<file path="config.mk">
export PLATFORM = sky130hd
export DESIGN_NAME = voting_seq_tally
export DESIGN_NICKNAME = d
export VERILOG_FILES = /design/src/rtl/voting_seq_tally.sv
export SDC_FILE = /design/constraint.sdc
export NUM_CORES = 1
export LEC_CHECK = 0
export BUFFER_PORTS_ARGS = -buffer_cell sky130_fd_sc_hd__buf_2
export CAP_MARGIN = 20
export CORE_ASPECT_RATIO = 1.1
export CORE_MARGIN = 2
export CORE_UTILIZATION = 39
export CTS_CLUSTER_SIZE = 24
export DETAILED_ROUTE_END_ITERATION = 8
export PLACE_DENSITY = 0.62
export RECOVER_POWER = 25
export SKIP_LAST_GASP = 1
export SLEW_MARGIN = 20
export SYNTH_ARGS = -nofsm -noshare
export SYNTH_HDL_FRONTEND = slang
export SYNTH_SLANG_ARGS = --single-unit
</file>
<file path="constraint.sdc">
create_clock -name clk -period 2.95 [get_ports clk]
set_clock_uncertainty 0.05 [all_clocks]
set_input_delay 0 -clock clk [delete_from_list [all_inputs] [get_ports clk]]
set_output_delay 0 -clock clk [all_outputs]
set_load 0.005 [all_outputs]
</file>
<file path="src/rtl/voting_seq_tally.sv">
// voting_seq_tally: streams one ballot per cycle, tallies per candidate, then scans for the winner.
// Ports: clk, rst (sync, active-high), start, vote_valid/vote/vote_last in, vote_ready out;
// busy, done, winner, winner_count, tie out. Optional tie logic: define VOTING_TIE_DETECT_EN.
module voting_seq_tally #(
   parameter int N = 2,
   parameter int M = 2
) (
   input  logic         clk,
   input  logic         rst,
   input  logic         start,
   input  logic         vote_valid,
   input  logic [N-1:0] vote,
   input  logic         vote_last,
   output logic         vote_ready,
   output logic         busy,
   output logic         done,
   output logic [N-1:0] winner,
   output logic [M:0]   winner_count,
   output logic         tie
);
   localparam int NC = 2**N;
   localparam logic [M:0] CAP = {1'b1, {M{1'b0}}};

   localparam logic [1:0] S_IDLE    = 2'd0;
   localparam logic [1:0] S_COLLECT = 2'd1;
   localparam logic [1:0] S_SCAN    = 2'd2;
   localparam logic [1:0] S_DONE    = 2'd3;

   logic [1:0]   state;
   logic [M:0]   tally [NC];
   logic [M:0]   total;
   logic [N-1:0] idx;
   logic [M:0]   max_val;
   logic [N-1:0] max_idx;

   logic         accept;
   logic         restart;
   logic         scan_last;
   logic         scan_first;
   logic         greater;
   logic [M:0]   cur;
   logic [M:0]   max_nxt;
   logic [N-1:0] max_idx_nxt;

   assign vote_ready = (state == S_COLLECT) && (total != CAP);
   assign busy       = (state == S_COLLECT) || (state == S_SCAN);
   assign done       = (state == S_DONE);
   assign accept     = vote_valid & vote_ready;
   assign restart    = start && ((state == S_IDLE) || (state == S_DONE));

   assign cur        = tally[idx];
   assign scan_first = (idx == '0);
   assign scan_last  = (idx == N'(NC - 1));
   assign greater    = cur > max_val;

   // Index 0 seeds the running max; later entries replace it only when
   // strictly greater, so equal tallies keep the lowest index.
   always_comb begin
      max_nxt     = max_val;
      max_idx_nxt = max_idx;
      if (scan_first || greater) begin
         max_nxt     = cur;
         max_idx_nxt = idx;
      end
   end

   always_ff @(posedge clk) begin
      if (rst || restart) begin
         state        <= rst ? S_IDLE : S_COLLECT;
         for (int i = 0; i < NC; i++) tally[i] <= '0;
         total        <= '0;
         idx          <= '0;
         max_val      <= '0;
         max_idx      <= '0;
         winner       <= '0;
         winner_count <= '0;
      end else begin
         unique case (state)
            S_IDLE, S_DONE: ;
            S_COLLECT: begin
               if (accept) begin
                  tally[vote] <= tally[vote] + 1'b1;
                  total       <= total + 1'b1;
                  if (vote_last || (total == CAP - 1'b1))
                     state <= S_SCAN;
               end
            end
            S_SCAN: begin
               max_val <= max_nxt;
               max_idx <= max_idx_nxt;
               idx     <= idx + 1'b1;
               if (scan_last) begin
                  state        <= S_DONE;
                  winner       <= max_idx_nxt;
                  winner_count <= max_nxt;
               end
            end
         endcase
      end
   end

`ifdef VOTING_TIE_DETECT_EN
   logic tie_flag;
   logic tie_q;
   logic tie_nxt;

   always_comb begin
      tie_nxt = tie_flag;
      if (scan_first || greater)
         tie_nxt = 1'b0;
      else if (cur == max_val)
         tie_nxt = 1'b1;
   end

   always_ff @(posedge clk) begin
      if (rst || restart) begin
         tie_flag <= 1'b0;
         tie_q    <= 1'b0;
      end else if (state == S_SCAN) begin
         tie_flag <= tie_nxt;
         if (scan_last) tie_q <= tie_nxt;
      end
   end

   assign tie = tie_q;
`else
   assign tie = 1'b0;
`endif

endmodule

</file>
==> results by group, run 1 <==
Power
  • Net load switching power: 606.5 µW
  • Maximum vdd drop: 0.0003993 V
  • Switching power share of the total: 38.91%
  • Leakage: 0.6807 nW
  • Logic pwr share: 38.3%
  • Power per cell area: 842.3 mW/mm²
  • Clock Power Share: 21.3%
  • Cell internal pwr: 952.1 µW
  • Seq pwr share: 40.4%

Global routing
  • Initial antenna violation count: 0
  • Met3 Track Usage GR: 5.247%
  • GRT met2 Usage: 25.11%
  • Gr ovfl total: 0
  • Met1 Use GR: 18.55%
  • Largest net degree at the start of global routing: 14
  • Busiest layer in global routing: met2
  • First-pass GRT wire length: 5547 µm
  • Gr usage total: 15.62%
  • Vias in the first global route: 1193

Die
  • Placement row count: 25
  • Initial Util: 39.85%
  • Chip width: 66.63 µm
  • Top Ports: 16
  • Core area: 0.004223 mm²
  • Die area: 0.004857 mm²
  • Vert. Die Dim: 72.90 µm

STA
  • Slew HR: 64.28%
  • RSZ-0062 raised after global routing: no
  • Minimum clock period after layout: 2489 ps
  • Hold WS: 10.98 ps
  • F_max: 401.7 MHz
  • Setup TNS: 0 ps
  • Worst Max-Slew Pin Slew: 531.8 ps
  • Pins Over Slew Limit: 0
  • Final Cycle Share: 84.38%
  • Final Setup Violations: 0
  • Final Hold Viols: 0

Finish
  • Nets: 191
  • Fillers: 414
  • Share of post-route cells with drive strength above 1: 15.03%
  • P&R area growth vs syn: 9.963%
  • Number of diodes: 0
  • Most frequent cells in the layout: dfxtp_1, o21ai_0, inv_1, edfxtp_1, ha_1
  • Commonest non-fill, non-tap cell in the layout: dfxtp_1

Synth
  • Asr flop ratio synth: 0%
  • Yosys reg bits: 31
  • Sequential fraction of the synthesis area: 45.20%
  • EDFF count, synth: 14
  • Synth top area share: 24.98%
  • Syn_area_per_cell: 10.52 µm²
  • Netlist cell types: 38
  • Post-Synthesis Cells: 160
  • Ys Warns: 0
  • Mapped Area: 0.001683 mm²
  • Area leader, netlist: edfxtp_1
  • Post-Synthesis Net Count: 179
  • Top cells by area, synth: edfxtp_1, dfxtp_1, ha_1
  • Top_reg_cell synth: dfxtp_1

CTS
  • Clk pin slew, worst setup/hold paths: 70 ps
  • CTS Root Cell: clkbuf_8
  • CTS H-Tree Depth: 2
  • Clk sink count: 31
  • TritonCTS clock tree: yes
  • CTS Buffer Depth: 2
  • TritonCTS buffer count: 5
  • Worst-Skew Late Latency: 290 ps

Drt
  • WL final: 3326 µm
  • Avg WL per Cell: 14.65 µm
  • Via count: 1286
  • DRC violations left: 0
  • Drt via density: 5.665
  • DRT iter0 DRCs: 81
  • Final ANT Viol Nets: 0
  • DRT Pass-1 Iters: 5

Placement
  • I/O Buffers: 14
  • Gpl congestion: 0.8756
  • Final HPWL DP: 2441 µm

Setup path
  • CP top delay family: simple AND/OR/NAND/NOR gates
  • WP buf/inv: 0
  • Critical path endpoint category: flip-flop
  • Critical path, cell by cell: mux4_2, ha_1, nor2b_1, or4_1, nand3_1, a31oi_1
  • Worst-path maximum fanout: 10
  • Max stage delay cell, worst path: or4_1
  • CP Data Arrival Time: 2600 ps
  • Worst setup path class: flip-flop to flip-flop
  • Max incr delay on CP: 590 ps
  • Setup crit start kind: flip-flop
  • Worst Path Required: 3060 ps

Run status
  • Status: completed

Hold path
  • Hold Path Class: input pin to flip-flop

Flow run
  • Max-cap violations: 0
[final cells by class]
| cell class | instances | area (µm²) | share of cell area, % |
|---|---|---|---|
| clock inverters | 2 | 12.51 | 0.6761 |
| repair buffers | 15 | 73.82 | 3.989 |
| clock buffers | 6 | 72.57 | 3.922 |
| well taps | 54 | 67.56 | 3.651 |
| flip-flops and latches | 31 | 760.7 | 41.11 |
| multi-input cells | 105 | 810.8 | 43.81 |
| inverters | 14 | 52.55 | 2.840 |
[state kept, by name (all words and copies together) (netlist names), named ones only]
| signal | flops |
|---|---|
| state | 2 |
| max_idx | 2 |
| winner | 2 |
| total | 3 |
| max_val | 3 |
| winner_count | 3 |
| idx | 2 |
| tally | 12 |
[metal layers]
metal	wire, µm	vias up
met5	0	-
met1	1447	632
li1	-	605
met3	182	7
met4	72	0
met2	1624	42
[worst reg2reg max path: stages, from the launching register on]
cell	delay [ps]
dfxtp_1	410
mux4_2	560
ha_1	320
nor2b_1	180
or4_1	590
nand3_1	170
a31oi_1	90
[Yosys cell counts (2+ instances only)]
cell       n
a31oi_1    5
nand4_1    5
mux4_2     5
nor3_1     5
edfxtp_1  14
a21oi_1    7
buf_2      5
inv_1     14
o31ai_1    6
nor2_1    11
clkbuf_1   2
nand3_1    7
xnor2_1    2
nand2_1    4
ha_1      12
dfxtp_1   17
nor4_1     2
o21ai_0   15
and2_1     2
a21o_1     2
[power groups by stage]
stage | Clock (mW) | Combinational (mW) | Sequential [mW]
5_1_grt | 0.357 | 0.665 | 0.643
6_report | 0.331 | 0.598 | 0.629
3_3_place_gp | 0 | 0.574 | 0.633
3_5_place_dp | 0 | 0.595 | 0.640
2_1_floorplan | 0 | 0.482 | 0.612
4_1_cts | 0.340 | 0.600 | 0.630
[per-stage QoR]
stage	std cells	worst slack, ps	total power [mW]	utilization, %	area (µm²)
6_report	227	460.9	1.559	43.82	1851
3_3_place_gp	218	559.2	1.208	41.81	1765
5_1_grt	227	354.2	1.665	43.82	1851
4_1_cts	227	474.3	1.570	44.06	1861
3_5_place_dp	218	489.1	1.235	41.81	1765
2_1_floorplan	160	690.4	1.094	-	1683
[final timing paths]
check                                 from              end  slack [ps]  depth (start not counted)
worst max-delay path             flip-flop  winner_count[2]         460                          6
worst max register to register   flip-flop  winner_count[2]         460                          6
worst min-delay path                 start         state[0]          10                          3
worst min register to register  max_idx[0]       max_idx[0]         430                          2
[logic make-up after synthesis]
kind of cell    share of synthesized area (%)
mux                                     8.848
fa+ha+maj                               8.922
simple gates                            13.90
compound gates                          14.50
other cells                            0.2228
buf+inv                                 6.394
xor+xnor                                2.008
flops                                   45.20
[repair_timing]
action / in CTS / in global routing
buffers inserted: 0 / 0
resized for setup: 0 / 0
setup endpoints to repair: 0 / 0
endpoints found under the hold margin: 1 / 0
hold buffers: 1 / 0
Note: power is estimated with default switching activity, not from simulation.
==> run 2: changes to the inputs <==
ABC_AREA = 1   (was not set)
clock period = 2.5 ns   (was 2.95 ns; I/O delays follow)
==> results by group, run 2 <==
CTS
  • CTS resizes: 0 (unchanged)
  • CTS H-Tree Depth: 2 (unchanged)
  • TritonCTS buffer count: 5 (unchanged)
  • Setup bufs post-CTS: 0 (unchanged)
  • CTS Root Cell: clkbuf_8
  • CTS Buffer Depth: 2 (unchanged)
  • Worst-Skew Late Latency: 280 ps (about the same)
  • Clk sink count: 31 (unchanged)
  • CTS Hold Bufs: 1 (unchanged)
  • Clk pin slew, worst setup/hold paths: 60 ps (about the same)
  • TritonCTS clock tree: yes

Finish
  • Nets: 266 (+39%)
  • P&R area growth vs syn: 11.54%
  • Commonest non-fill, non-tap cell in the layout: nand2_1
  • Number of diodes: 0 (unchanged)
  • Most frequent cells in the layout: nand2_1, inv_1, nor2_1
  • Non-Filler Instances: 302 (+33%)
  • Share of post-route cells with drive strength above 1: 10.89% (-4.1 points)
  • Top reg by flops: tally
  • Number of flip-flops in the largest register: 12 (unchanged)

Setup path
  • Worst Path Required: 2430 ps (-630 ps)
  • Critical path endpoint category: flip-flop
  • Critical path, cell by cell: inv_1, ha_1, a21oi_4, inv_4, nor2_8, inv_4, nor2_4, nand2_2, nand2_1
  • Worst-path maximum fanout: 15 (+5)
  • Max stage delay cell, worst path: edfxtp_1
  • Most common cell on crit path: inv_4
  • Setup crit start kind: flip-flop
  • Max incr delay on CP: 370 ps (-220 ps)
  • CP Data Arrival Time: 2020 ps (-580 ps)
  • Worst setup path class: flip-flop to flip-flop

Drt
  • DRT iter0 DRCs: 86 (+6.2%)
  • DRT Pass-1 Iters: 4 (-1)
  • Drt via density: 4.755 (-16%)
  • Final ANT Viol Nets: 0 (unchanged)
  • DRC violations left: 0 (unchanged)
  • WL final: 3270 µm (-1.7%)
  • Avg WL per Cell: 10.83 µm (-26%)
  • Via count: 1436 (+12%)

Synth
  • Synth top area share: 24.09% (-0.90 points)
  • Synth top cells by count: nand2_1, inv_1, nor2_1, nand3_1, dfxtp_1
  • Mapped Area: 0.001745 mm² (+3.7%)
  • Syn_area_per_cell: 7.622 µm² (-28%)
  • Post-Synthesis Cells: 229 (+43%)
  • Netlist cell types: 25 (-34%)
  • Most frequent cell after synthesis: nand2_1
  • Asr flop ratio synth: 0% (unchanged)
  • Sequential fraction of the synthesis area: 43.58% (-1.6 points)
  • EDFF count, synth: 14 (unchanged)
  • Yosys reg bits: 31 (unchanged)
  • Post-Synthesis Net Count: 248 (+39%)
  • Area leader, netlist: edfxtp_1
  • Top_reg_cell synth: dfxtp_1
  • Ys Warns: 0 (unchanged)
  • Top cells by area, synth: edfxtp_1, dfxtp_1, nand2_1

STA
  • Pins Over Slew Limit: 0 (unchanged)
  • RSZ-0062 raised after global routing: no
  • Final Hold Viols: 0 (unchanged)
  • Final Cycle Share: 83.42% (-0.96 points)
  • Setup TNS: 0 ps (unchanged)
  • Minimum clock period after layout: 2085 ps (-403.7 ps)
  • Final Setup Violations: 0 (unchanged)
  • F_max: 479.5 MHz (+19%)

Global routing
  • Gr ovfl total: 0 (unchanged)
  • Gr usage total: 14.85% (-0.77 points)
  • Largest net degree at the start of global routing: 16 (+2)
  • Vias in the first global route: 1345 (+13%)
  • First-pass GRT wire length: 5506 µm (-0.74%)
  • Initial antenna violation count: 0 (unchanged)

Power
  • Leakage: 0.9079 nW (+33%)
  • Power per cell area: 989.0 mW/mm² (+17%)
  • Maximum vdd drop: 0.0004480 V (+12%)

Hold path
  • Hold Path Class: input pin to flip-flop

Placement
  • Gpl congestion: 0.8966 (+2.4%)
  • I/O Buffers: 14 (unchanged)
  • Placed cells: 293 (+34%)
  • Final HPWL DP: 2571 µm (+5.4%)

Die
  • Top Ports: 16 (unchanged)
  • Die area: 0.005027 mm² (+3.5%)
  • Chip width: 67.79 µm (+1.7%)
  • Placement row count: 25 (unchanged)
  • Initial Util: 40.43% (+0.58 points)
  • Vert. Die Dim: 74.17 µm (+1.7%)
  • Core area: 0.004317 mm² (+2.2%)

Run status
  • Status: completed

Flow run
  • Max-cap violations: 0 (unchanged)
==> run 2: cell count changes after synthesis, sizes merged, moves of 4 or more <==
cell	previous run	this run
o21ai	15	7
nor2	11	34
nor3	5	0
o31ai	6	0
a31oi	5	1
buf	8	3
nand4	5	0
a21oi	8	12
mux4	6	0
nand3	7	20
o211ai	0	6
inv	14	43
nand2	5	55
==> run 2: worst paths after layout <==
kind | startpoint | endpoint | slack (ps) | cells past startpoint
worst max-delay path | state[0] | tally[0][0] | 410 | 9
worst min-delay path | start | state[1] | 50 | 2
worst max register to register | state[0] | tally[0][0] | 410 | 9
worst min register to register | total[1] | total[1] | 460 | 2
==> run 2: area by class of cell <==
type | instances | area [µm²]
multi-input combinational | 149 | 785.8
tap | 54 | 67.56
timing repair buffer | 16 | 81.33
inverter | 44 | 170.2
clock buffer | 7 | 76.32
clock inverter | 1 | 5.005
fill | 451 | 2370
sequential | 31 | 760.7
==> run 2: critical path: cells and delay by family, from the launching register on <==
kind            cells  cell delay [ps]
flops               1              370
fa+ha+maj           1              350
buf+inv             3              250
compound gates      1              280
simple gates        4              490
==> run 2: cell families after synthesis <==
group | synth area share, %
buf+inv | 11.18
flops | 43.58
compound gates | 9.606
fa+ha+maj | 8.602
simple gates | 26.81
other cells | 0.2148
==> run 2: per-stage QoR <==
step	worst slack (ps)	total power, mW	utilization [%]	hold slack, ps	instance area (µm²)
after floorplan	635.3	1.336	-	138.6	1745
after global placement	471.6	1.558	43.22	277.0	1866
after detailed placement	425.9	1.570	43.22	280.0	1866
after CTS	416.0	1.944	45.33	41.53	1957
after global routing	255.7	2.097	45.10	53.89	1947
final	414.5	1.925	45.10	46.41	1947
==> run 2: layer usage <==
layer,routed length [µm],track usage (%),part of all wire [%],up-vias
li1,-,-,-,756
met1,1459,16.33,45,638
met2,1576,25.49,48,36
met3,147,4.085,4.5,6
met4,87,8.667,2.7,0
met5,0,0,0,-
==> run 2: power by group <==
part | internal, mW | switching [mW]
sequential | 0.666 | 0.0809
combinational | 0.294 | 0.514
clock | 0.195 | 0.175
total | 1.16 | 0.770
==> run 3: changes to the inputs <==
ABC_AREA = 0   (was 1)
PLACE_DENSITY = 0.65   (was 0.62)
clock period = 1.7 ns   (was 2.5 ns; I/O delays follow)
==> results by group, run 3 (synthesized netlist as in run 1, its figures left out) <==
Run status
  • Status: finished with violations
  • Failing checks: setup timing

Placement
  • I/O Buffers: 14 (unchanged)
  • Post-DP Area: 0.002049 mm² (+9.9%)
  • Pre-CTS WS: -589.2 ps (-1015 ps)
  • Final HPWL DP: 2998 µm (+17%)
  • Gpl congestion: 0.8409 (-6.2%)
  • Placed cells: 253 (-14%)

Setup path
  • Crit path depth: 6 (-3)
  • Worst-path maximum fanout: 5 (-10)
  • Reg2reg setup slack: -530 ps (-940 ps)
  • CP Data Arrival Time: 2330 ps (+310 ps)
  • Setup crit start kind: flip-flop
  • Max incr delay on CP: 540 ps (+170 ps)
  • WP buf/inv: 1 (-2)
  • Critical path, cell by cell: mux4_2, ha_1, or4_4, buf_6, nand3_1, a31oi_1
  • CP top delay family: simple AND/OR/NAND/NOR gates
  • R2R Path End: winner[1]
  • Critical path endpoint category: flip-flop
  • Max stage delay cell, worst path: or4_4
  • RR Startpoint: tally[3][2]
  • FF-to-FF path depth: 6 (-3)
  • Worst Path Required: 1800 ps (-630 ps)
  • Worst setup path class: flip-flop to flip-flop

CTS
  • Clk pin slew, worst setup/hold paths: 70 ps (about the same)
  • Worst-Skew Late Latency: 280 ps (about the same)
  • Clk sink count: 31 (unchanged)
  • TritonCTS clock tree: yes
  • CTS H-Tree Depth: 2 (unchanged)
  • TritonCTS buffer count: 5 (unchanged)
  • CTS Root Cell: clkbuf_8
  • CTS Buffer Depth: 2 (unchanged)

Drt
  • DRT iter0 DRCs: 145 (+69%)
  • Final ANT Viol Nets: 0 (unchanged)
  • Avg WL per Cell: 15.92 µm (+47%)
  • Drt via density: 5.339 (+12%)
  • WL final: 4363 µm (+33%)
  • DRT Pass-1 Iters: 4 (unchanged)
  • Via count: 1463 (+1.9%)
  • DRC violations left: 0 (unchanged)

STA
  • Final Cycle Share: 130.9% (+47 points)
  • Final Setup Violations: 21 (+21)
  • Final WS setup: -525.6 ps (-940.1 ps)
  • RSZ-0062 raised after global routing: yes
  • Hold WS: 26.80 ps (-19.62 ps)
  • Minimum clock period after layout: 2226 ps (+140.1 ps)
  • Pins Over Slew Limit: 0 (unchanged)
  • F_max: 449.3 MHz (-6.3%)
  • Final Hold Viols: 0 (unchanged)

Finish
  • Number of diodes: 0 (unchanged)
  • P&R area growth vs syn: 46.77%
  • Commonest non-fill, non-tap cell in the layout: buf_4
  • Fillers: 348 (-23%)
  • Share of post-route cells with drive strength above 1: 46.36% (+35 points)
  • Non-Filler Instances: 274 (-9.3%)
  • Top reg by flops: tally
  • Post-layout instance area: 0.002470 mm² (+27%)
  • Most frequent cells in the layout: buf_4, dfxtp_1, edfxtp_1
  • Number of flip-flops in the largest register: 12 (unchanged)
  • Nets: 238 (-11%)

Die
  • Initial Util: 39.85% (-0.58 points)
  • Chip width: 66.63 µm (-1.7%)
  • Core area: 0.004223 mm² (-2.2%)
  • Placement row count: 25 (unchanged)
  • Top Ports: 16 (unchanged)
  • Vert. Die Dim: 72.90 µm (-1.7%)
  • Die area: 0.004857 mm² (-3.4%)

Power
  • Power per cell area: 1517 mW/mm² (+53%)
  • Leakage: 0.9683 nW (+6.7%)
  • Maximum vdd drop: 0.0007390 V (+65%)
  • Power, Total: 3.747 mW (+95%)

Hold path
  • Hold Path Class: input pin to flip-flop
  • Endpoint, Worst Hold: state[0]
  • Hold depth: 3 (+1)
  • Min-delay src: start

Global routing
  • Largest net degree at the start of global routing: 12 (-4)
  • Gr ovfl total: 0 (unchanged)
  • Gr usage total: 18.63% (+3.8 points)
  • Initial antenna violation count: 0 (unchanged)
  • Vias in the first global route: 1493 (+11%)
  • First-pass GRT wire length: 6679 µm (+21%)

Flow run
  • Max-cap violations: 0 (unchanged)
## run 3: changes by cell type in the layout (fill, tap and decap cells not counted), sizes merged, moves of 8 or more
| cell | change |
|---|---|
| nand2 | -50 |
| buf | +46 |
| inv | -29 |
| nor2 | -23 |
| nand3 | -13 |
| o21ai | +8 |
## run 3: what timing repair did
item / 4_1_cts / 5_1_grt
pin swaps: 7 / 13
setup buffers: 7 / 8
cloned: 2 / 1
hold buffers: 1 / 0
endpoints found under the hold margin: 1 / 0
setup endpoints to repair: 36 / 37
gates resized for setup: 32 / 24
## run 3: tightest hold or removal path, delay by kind of cell
family,cells,cell delay [ps]
buffers and inverters,1,100
AO/OA/AOI/OAI,1,60
AND/OR/NAND/NOR,1,80
## run 3: worst max path at each step
stage / start / endpoint
detailed placement: flip-flop / winner[1]
CTS: tally[0][1] / winner[1]
finish: tally[3][2] / winner[1]
global placement: flip-flop / winner_count[0]
global route: tally[3][2] / winner[1]
floorplan: flip-flop / winner[0]
## run 3: layout make-up
class,instances,area (µm²),share of cell area [%]
repair inverters,1,6.256,0.2533
multi-input cells,106,1018,41.24
repair buffers,60,454.2,18.39
flip-flops and latches,31,764.5,30.95
well taps,54,67.56,2.736
inverters,14,57.56,2.330
clock buffers,8,101.3,4.103
## run 3: metrics by stage
step,util (%),setup TNS [ps]
2_1_floorplan,-,-4313
3_3_place_gp,48.53,-6523
3_5_place_dp,48.53,-9142
4_1_cts,54.79,-6605
5_1_grt,58.49,-8761
6_report,58.49,-6995
## run 3: power breakdown
| group | leakage [nW] | total, mW | switching [mW] | internal (mW) |
|---|---|---|---|---|
| Combinational | 0.629 | 2.01 | 0.989 | 1.02 |
| Sequential | 0.289 | 1.09 | 0.119 | 0.973 |
| Clock | 0.0506 | 0.646 | 0.267 | 0.379 |
## run 3: layer usage
layer | vias to the layer above | track usage (%) | share of wire [%]
met5 | - | 0 | 0
met4 | 0 | 6.803 | 2.1
met3 | 11 | 5.556 | 2.9
met2 | 31 | 35.22 | 58
met1 | 715 | 19.02 | 37
li1 | 706 | - | -
